**config.mk**
```make
export PLATFORM = sky130hd
export DESIGN_NAME = buffet_write_arbiter_flat
export DESIGN_NICKNAME = d
export VERILOG_FILES = /design/src/rtl/buffet_write_arbiter_if.sv /design/src/rtl/buffet_write_arbiter.sv /design/src/flat_wrapper.sv
export SDC_FILE = /design/constraint.sdc
export NUM_CORES = 1
export LEC_CHECK = 0
export CELL_PAD_IN_SITES_DETAIL_PLACEMENT = 0
export CELL_PAD_IN_SITES_GLOBAL_PLACEMENT = 1
export CORE_MARGIN = 4
export CORE_UTILIZATION = 45
export CTS_BUF_LIST = sky130_fd_sc_hd__clkbuf_8
export DETAILED_ROUTE_END_ITERATION = 6
export MAX_ROUTING_LAYER = met4
export PLACE_DENSITY_LB_ADDON = 0.1
export SETUP_SLACK_MARGIN = 0.4
export SLEW_MARGIN = 10
export SYNTH_ARGS = -nofsm -noshare
export SYNTH_HDL_FRONTEND = slang
export SYNTH_SLANG_ARGS = --single-unit
```
**constraint.sdc**
```tcl
create_clock -name clk -period 3 [get_ports clk]
set_input_delay 0.3 -clock clk [delete_from_list [all_inputs] [get_ports clk]]
set_output_delay 0.3 -clock clk [all_outputs]
set_load 0.03 [all_outputs]
```
**src/rtl/buffet_write_arbiter_if.sv**
```systemverilog
// Bundle of request and storage-write signals between buffet control,
// the write arbiter and the storage array.
interface buffet_write_arbiter_if #(
    parameter int DATA_WIDTH      = 32,
    parameter int ADDR_WIDTH      = 8,
    parameter int PUSH_FIFO_DEPTH = 4
);
    localparam int CNT_W = $clog2(PUSH_FIFO_DEPTH) + 1;

    logic [DATA_WIDTH-1:0] push_data_i;
    logic [ADDR_WIDTH-1:0] push_idx_i;
    logic                  push_valid_i;
    logic                  push_ready_o;
    logic [DATA_WIDTH-1:0] update_data_i;
    logic [ADDR_WIDTH-1:0] update_idx_i;
    logic                  update_valid_i;
    logic                  update_ready_o;
    logic                  wr_en_o;
    logic [ADDR_WIDTH-1:0] wr_idx_o;
    logic [DATA_WIDTH-1:0] wr_data_o;
    logic                  update_retire_o;
    logic [ADDR_WIDTH-1:0] update_retire_idx_o;
    logic [CNT_W-1:0]      push_count_o;

    // Arbiter side: consumes requests, produces storage writes.
    modport slave (
        input  push_data_i, push_idx_i, push_valid_i,
        input  update_data_i, update_idx_i, update_valid_i,
        output push_ready_o, update_ready_o,
        output wr_en_o, wr_idx_o, wr_data_o,
        output update_retire_o, update_retire_idx_o, push_count_o
    );

    // Control side: issues requests, observes writes and retires.
    modport master (
        output push_data_i, push_idx_i, push_valid_i,
        output update_data_i, update_idx_i, update_valid_i,
        input  push_ready_o, update_ready_o,
        input  wr_en_o, wr_idx_o, wr_data_o,
        input  update_retire_o, update_retire_idx_o, push_count_o
    );
endinterface

```
**src/rtl/buffet_write_arbiter.sv**
```systemverilog
// Buffet storage write-port arbiter: pushes are queued in a small FIFO,
// updates sit in a one-entry holding register and win by static priority,
// and a starvation counter forces a push grant after STARVE_LIMIT
// consecutive update wins while a push waits.
module buffet_write_arbiter #(
    parameter int DATA_WIDTH      = 32,
    parameter int ADDR_WIDTH      = 8,
    parameter int PUSH_FIFO_DEPTH = 4,
    parameter int STARVE_LIMIT    = 4
) (
    input  logic                   clk,
    input  logic                   reset_i,
    buffet_write_arbiter_if.slave  bus
);
    localparam int PTR_W = $clog2(PUSH_FIFO_DEPTH);
    localparam int CNT_W = PTR_W + 1;
    localparam int STV_W = $clog2(STARVE_LIMIT + 1);
    localparam logic [CNT_W-1:0] DEPTH_C = CNT_W'(PUSH_FIFO_DEPTH);
    localparam logic [STV_W-1:0] LIMIT_C = STV_W'(STARVE_LIMIT);

    typedef enum logic {PRIO = 1'b0, FORCE = 1'b1} state_t;

    state_t                state;
    logic [ADDR_WIDTH-1:0] fifo_idx  [PUSH_FIFO_DEPTH];
    logic [DATA_WIDTH-1:0] fifo_data [PUSH_FIFO_DEPTH];
    logic [PTR_W-1:0]      wr_ptr;
    logic [PTR_W-1:0]      rd_ptr;
    logic [CNT_W-1:0]      count;
    logic                  hold_v;
    logic [ADDR_WIDTH-1:0] hold_idx;
    logic [DATA_WIDTH-1:0] hold_data;
    logic [STV_W-1:0]      starve_cnt;
    logic [STV_W-1:0]      starve_nxt;

    logic                  push_ready;
    logic                  update_ready;
    logic                  push_acc;
    logic                  upd_acc;
    logic                  fifo_ne;
    logic                  grant_upd;
    logic                  grant_push;

    logic                  wr_en;
    logic [ADDR_WIDTH-1:0] wr_idx;
    logic [DATA_WIDTH-1:0] wr_data;
    logic                  retire;
    logic [ADDR_WIDTH-1:0] retire_idx;

    // Grants are decided purely from registered state so the write stage
    // never sees a combinational path from the request inputs.
    assign fifo_ne      = (count != '0);
    assign grant_upd    = hold_v & ~((state == FORCE) & fifo_ne);
    assign grant_push   = fifo_ne & ~grant_upd;
    assign push_ready   = (count < DEPTH_C);
    assign update_ready = ~hold_v | grant_upd;
    assign push_acc     = bus.push_valid_i & push_ready;
    assign upd_acc      = bus.update_valid_i & update_ready;

    assign bus.push_ready_o        = push_ready;
    assign bus.update_ready_o      = update_ready;
    assign bus.push_count_o        = count;
    assign bus.wr_en_o             = wr_en;
    assign bus.wr_idx_o            = wr_idx;
    assign bus.wr_data_o           = wr_data;
    assign bus.update_retire_o     = retire;
    assign bus.update_retire_idx_o = retire_idx;

    // Starvation count: grows on each update win while a push waits, saturates.
    always_comb begin
        starve_nxt = starve_cnt;
        if (!fifo_ne || grant_push) begin
            starve_nxt = '0;
        end else if (grant_upd && (starve_cnt != LIMIT_C)) begin
            starve_nxt = starve_cnt + 1'b1;
        end
    end

    // Queue pointers, occupancy, hold flag and the PRIO/FORCE machine.
    always_ff @(posedge clk or posedge reset_i) begin
        if (reset_i) begin
            wr_ptr     <= '0;
            rd_ptr     <= '0;
            count      <= '0;
            hold_v     <= 1'b0;
            starve_cnt <= '0;
            state      <= PRIO;
        end else begin
            if (push_acc) begin
                wr_ptr <= wr_ptr + 1'b1;
            end
            if (grant_push) begin
                rd_ptr <= rd_ptr + 1'b1;
            end
            count <= count + CNT_W'(push_acc) - CNT_W'(grant_push);
            if (upd_acc) begin
                hold_v <= 1'b1;
            end else if (grant_upd) begin
                hold_v <= 1'b0;
            end
            starve_cnt <= starve_nxt;
            case (state)
                // Switch in the same edge the limit is reached so exactly
                // STARVE_LIMIT update writes precede the forced push.
                PRIO:    if (starve_nxt == LIMIT_C) state <= FORCE;
                FORCE:   if (grant_push || !fifo_ne) state <= PRIO;
                default: state <= PRIO;
            endcase
        end
    end

    // Payload storage for queued pushes and the held update (no reset needed).
    always_ff @(posedge clk) begin
        if (push_acc) begin
            fifo_idx[wr_ptr]  <= bus.push_idx_i;
            fifo_data[wr_ptr] <= bus.push_data_i;
        end
        if (upd_acc) begin
            hold_idx  <= bus.update_idx_i;
            hold_data <= bus.update_data_i;
        end
    end

    // Registered write port; index/data keep their last value when idle.
    always_ff @(posedge clk or posedge reset_i) begin
        if (reset_i) begin
            wr_en      <= 1'b0;
            wr_idx     <= '0;
            wr_data    <= '0;
            retire     <= 1'b0;
            retire_idx <= '0;
        end else begin
            wr_en  <= grant_upd | grant_push;
            retire <= grant_upd;
            if (grant_upd) begin
                wr_idx     <= hold_idx;
                wr_data    <= hold_data;
                retire_idx <= hold_idx;
            end else if (grant_push) begin
                wr_idx  <= fifo_idx[rd_ptr];
                wr_data <= fifo_data[rd_ptr];
            end
        end
    end
endmodule

```
**src/flat_wrapper.sv**
```systemverilog
// flat-port wrapper written by rule: the top's interface ports become plain ports
module buffet_write_arbiter_flat 
#(
    parameter int DATA_WIDTH      = 32,
    parameter int ADDR_WIDTH      = 8,
    parameter int PUSH_FIFO_DEPTH = 4,
    parameter int STARVE_LIMIT    = 4
)
  (clk, reset_i, bus_push_data_i, bus_push_idx_i, bus_push_valid_i, bus_update_data_i, bus_update_idx_i, bus_update_valid_i, bus_push_ready_o, bus_update_ready_o, bus_wr_en_o, bus_wr_idx_o, bus_wr_data_o, bus_update_retire_o, bus_update_retire_idx_o, bus_push_count_o);
  buffet_write_arbiter_if #(.DATA_WIDTH(DATA_WIDTH), .ADDR_WIDTH(ADDR_WIDTH), .PUSH_FIFO_DEPTH(PUSH_FIFO_DEPTH)) bus_i ();
  input  logic clk;
  input  logic reset_i;
  input wire logic [$bits(bus_i.push_data_i)-1:0] bus_push_data_i;
  input wire logic [$bits(bus_i.push_idx_i)-1:0] bus_push_idx_i;
  input wire logic [$bits(bus_i.push_valid_i)-1:0] bus_push_valid_i;
  input wire logic [$bits(bus_i.update_data_i)-1:0] bus_update_data_i;
  input wire logic [$bits(bus_i.update_idx_i)-1:0] bus_update_idx_i;
  input wire logic [$bits(bus_i.update_valid_i)-1:0] bus_update_valid_i;
  output wire logic [$bits(bus_i.push_ready_o)-1:0] bus_push_ready_o;
  output wire logic [$bits(bus_i.update_ready_o)-1:0] bus_update_ready_o;
  output wire logic [$bits(bus_i.wr_en_o)-1:0] bus_wr_en_o;
  output wire logic [$bits(bus_i.wr_idx_o)-1:0] bus_wr_idx_o;
  output wire logic [$bits(bus_i.wr_data_o)-1:0] bus_wr_data_o;
  output wire logic [$bits(bus_i.update_retire_o)-1:0] bus_update_retire_o;
  output wire logic [$bits(bus_i.update_retire_idx_o)-1:0] bus_update_retire_idx_o;
  output wire logic [$bits(bus_i.push_count_o)-1:0] bus_push_count_o;
  assign bus_i.push_data_i = bus_push_data_i;
  assign bus_i.push_idx_i = bus_push_idx_i;
  assign bus_i.push_valid_i = bus_push_valid_i;
  assign bus_i.update_data_i = bus_update_data_i;
  assign bus_i.update_idx_i = bus_update_idx_i;
  assign bus_i.update_valid_i = bus_update_valid_i;
  assign bus_push_ready_o = bus_i.push_ready_o;
  assign bus_update_ready_o = bus_i.update_ready_o;
  assign bus_wr_en_o = bus_i.wr_en_o;
  assign bus_wr_idx_o = bus_i.wr_idx_o;
  assign bus_wr_data_o = bus_i.wr_data_o;
  assign bus_update_retire_o = bus_i.update_retire_o;
  assign bus_update_retire_idx_o = bus_i.update_retire_idx_o;
  assign bus_push_count_o = bus_i.push_count_o;
  buffet_write_arbiter #(.DATA_WIDTH(DATA_WIDTH), .ADDR_WIDTH(ADDR_WIDTH), .PUSH_FIFO_DEPTH(PUSH_FIFO_DEPTH), .STARVE_LIMIT(STARVE_LIMIT)) u_core (.clk(clk), .reset_i(reset_i), .bus(bus_i));
endmodule
```
==> metrics.cfg <==
[outcome]
status = completed

[timing]
setup_viol_count_final = 0
final_max_slew_viol_count = 0
post-route-period-util_pct = 76.60
fmax_mhz = 435.1
fin_ws_ns = 0.7019
rsz0062_at_grt = no
post-route-min-period_ns = 2.298
worst_slew_pin_slew_ns = 1.147
skew_ns = 0.01701
whs_ns = 0.2302
max_slew_margin_pct = 23.56
final-hold-violation-count = 0
tns_ns = 0

[clock_network]
h-tree-depth = 2
cts_buffer_depth = 3
cts.sinks = 262
cts_root_buffer = clkbuf_8
hold_buffers = 0
clk_latency_ns = 0.54
ctsResizeCount = 0
cts_setup_buffers = 0
tritoncts = yes
numCtsBuffers = 43
clk_pin_slew_ns = 0.06

[logic_synthesis]
avgSynthCellArea_um2 = 20.48
ys_types = 33
netlist_instances = 475
ys_warn_count = 0
ys_seq_area_share_pct = 77.67
ys_seq_elements = 262
synth_fp_nets = 568
netlist_area_um2 = 9729

[routing]
drc = 0
wl_mm = 20.71
drt_pass1_iterations = 5
post_drt_wl_per_cell_um = 21.71
ant_nets = 0
vias_per_cell = 5.375
vias = 5128
drtIter0Drc = 382

[setup_path]
crit_fanout = 17
arrival_ns = 2.69
crit_cells = 9
cp_slowest_stage_delay_ns = 0.56
worstSetupPathType = flip-flop to flip-flop
worst_setup_path_end_kind = flip-flop
required_ns = 3.40
crit_chain = nor4_4 > a21oi_4 > ha_1 > inv_1 > ha_1 > inv_1 > fa_1 > xnor2_1 > xnor2_1
cp-start-kind = flip-flop
critical-path-slowest-cell = dfrtp_2
crit_buf_inv = 2
crit_family = adder cells
worst-r2r-cell-count = 9

[floorplan]
coreArea_um2 = 21150
die_x_um = 155.0
die_area_um2 = 24040
rows = 53
floorplan.initialDensity_pct = 45.99
die_height_um = 155.0
ios = 139

[global_routing]
antenna_found_initial = 1
grt_max_degree = 43
overflow = 0
grt_pass1_vias = 5676
track_usage_pct = 18.15
grt_pass1_wl_mm = 32.71

[power_and_ir_drop]
vdd_drop_max_mv = 0.4257
leakage_nw = 4.560
power_mw = 10.81
powerDensity_nw_per_um2 = 879.4

[place]
place_ws_ns = 0.6489
gp_congestion = 0.7635
dp.cells = 874
post-dp-hpwl_mm = 12.37
port_buffers = 138
placed_cell_area_um2 = 11490

[layout]
fin_cells = 954
drive_gt1_share_pct = 17.85
final_area_um2 = 12290
finish.utilization_pct = 58.11
area_growth_pct = 26.35
fillers = 1623
nets = 737

[flow_run]
cap_violations = 0

[worst_hold_path]
hp-class = input port to async pin

==> kinds of logic (layout without fill, tap and decap cells) <==
kind of cell | after synthesis | in the layout | share of synthesized area, %
and+or+nand+nor | 59 | 59 | 3.832
AOI/OAI and AO/OA | 55 | 55 | 5.388
buffers and inverters | 42 | 245 | 1.865
DFF | 262 | 262 | 77.67
adders and majority gates | 9 | 9 | 1.235
other | 0 | 1 | 0
xor gates and xnor gates | 6 | 6 | 0.5401
muxes | 42 | 42 | 9.465
==> area by class of cell <==
type | instances | area, um2 | share of cell area (%)
diodes | 1 | 2.502 | 0.02036
flip-flops and latches | 262 | 7564 | 61.53
clock inverters | 30 | 122.6 | 0.9975
well taps | 275 | 344.1 | 2.799
inverters | 12 | 45.04 | 0.3664
clock buffers | 49 | 674.4 | 5.486
repair buffers | 154 | 1529 | 12.44
multi-input cells | 171 | 2012 | 16.37
==> sequential cells by signal, summed over array words and instances (netlist names) <==
register and count:
u_core.fifo_data 128, u_core.bus.wr_data_o 32, u_core.fifo_idx 32, u_core.hold_data 32, u_core.bus.update_retire_idx_o 8, u_core.bus.wr_idx_o 8
u_core.hold_idx 8, u_core.bus.push_count_o 3, u_core.starve_cnt 3, u_core.rd_ptr 2, u_core.wr_ptr 2, u_core.bus.update_retire_o 1
u_core.bus.wr_en_o 1, u_core.hold_v 1, u_core.state 1
==> worst register-to-register path, delay by kind of cell (launching register included) <==
kind            cells  cell delay [ns]
flops               1             0.56
simple gates        1             0.40
buf+inv             2             0.10
compound gates      1             0.05
xor+xnor            2             0.29
fa+ha+maj           3             0.77
==> Yosys cell counts, drive strengths merged <==
cell type,count,area share [%]
a21o,8,0.62
a21oi,2,0.14
a221o,40,4.1
and2,5,0.32
and3,40,2.6
and3b,1,0.090
buf,12,0.69
clkbuf,18,0.71
dfrtp,62,16
edfxtp,200,62
fa,1,0.21
ha,8,1.0
inv,12,0.46
mux2i,2,0.21
mux4,40,9.3
nand2,3,0.12
nand2b,1,0.064
nor2,2,0.077
nor2b,2,0.13
nor3,2,0.10
nor3b,1,0.077
nor4,2,0.28
o21ai,1,0.051
o311ai,1,0.090
o31ai,3,0.37
xnor2,4,0.36
xor2,2,0.18
==> final timing paths <==
check,end,slack (ns),from
worst max-delay path,u_core.bus.push_count_o[2]$_DFF_PP0_,0.70,u_core.hold_v$_DFFE_PP0P_
worst min-delay path,u_core.bus.wr_idx_o[2]$_DFFE_PP0P_,0.23,reset_i
worst max register to register,u_core.bus.push_count_o[2]$_DFF_PP0_,0.70,u_core.hold_v$_DFFE_PP0P_
worst min register to register,u_core.bus.update_retire_idx_o[6]$_DFFE_PP0P_,0.47,u_core.bus.update_retire_idx_o[6]$_DFFE_PP0P_
max in group asynchronous,u_core.rd_ptr[1]$_DFFE_PP0P_,2.11,reset_i
min in group clk,u_core.hold_data[12]$_DFFE_PP_,0.31,bus_update_data_i[12]
==> layer usage <==
layer | global-route usage (%) | share of wire (%) | up-vias
met1 | 24.80 | 43 | 2640
met2 | 28.20 | 49 | 178
met4 | 4.878 | 1.5 | 0
li1 | - | - | 2281
met3 | 3.811 | 6.7 | 29
met5 | - | 0 | -
==> power by group <==
group          switching [mW]  internal, mW
Combinational            1.44          1.44
Clock                    1.33          1.49
Sequential              0.529          4.58
==> cells in the final DEF, fill, tap and decap left out, types with 2 or more instances in the layout <==
cell	n
edfxtp_1	200
clkdlybuf4s50_1	137
dfrtp_1	59
clkbuf_8	49
mux4_2	40
and3_1	40
a221o_1	40
inv_1	31
buf_4	14
a21o_1	8
ha_1	8
clkinv_1	7
and2_2	5
xnor2_1	4
nand2_1	3
nor2b_1	2
xor2_1	2
o31ai_1	2
nor3_1	2
mux2i_1	2
nor2_1	2
buf_12	2
dfrtp_2	2
(Power assumes the default switching activity.)
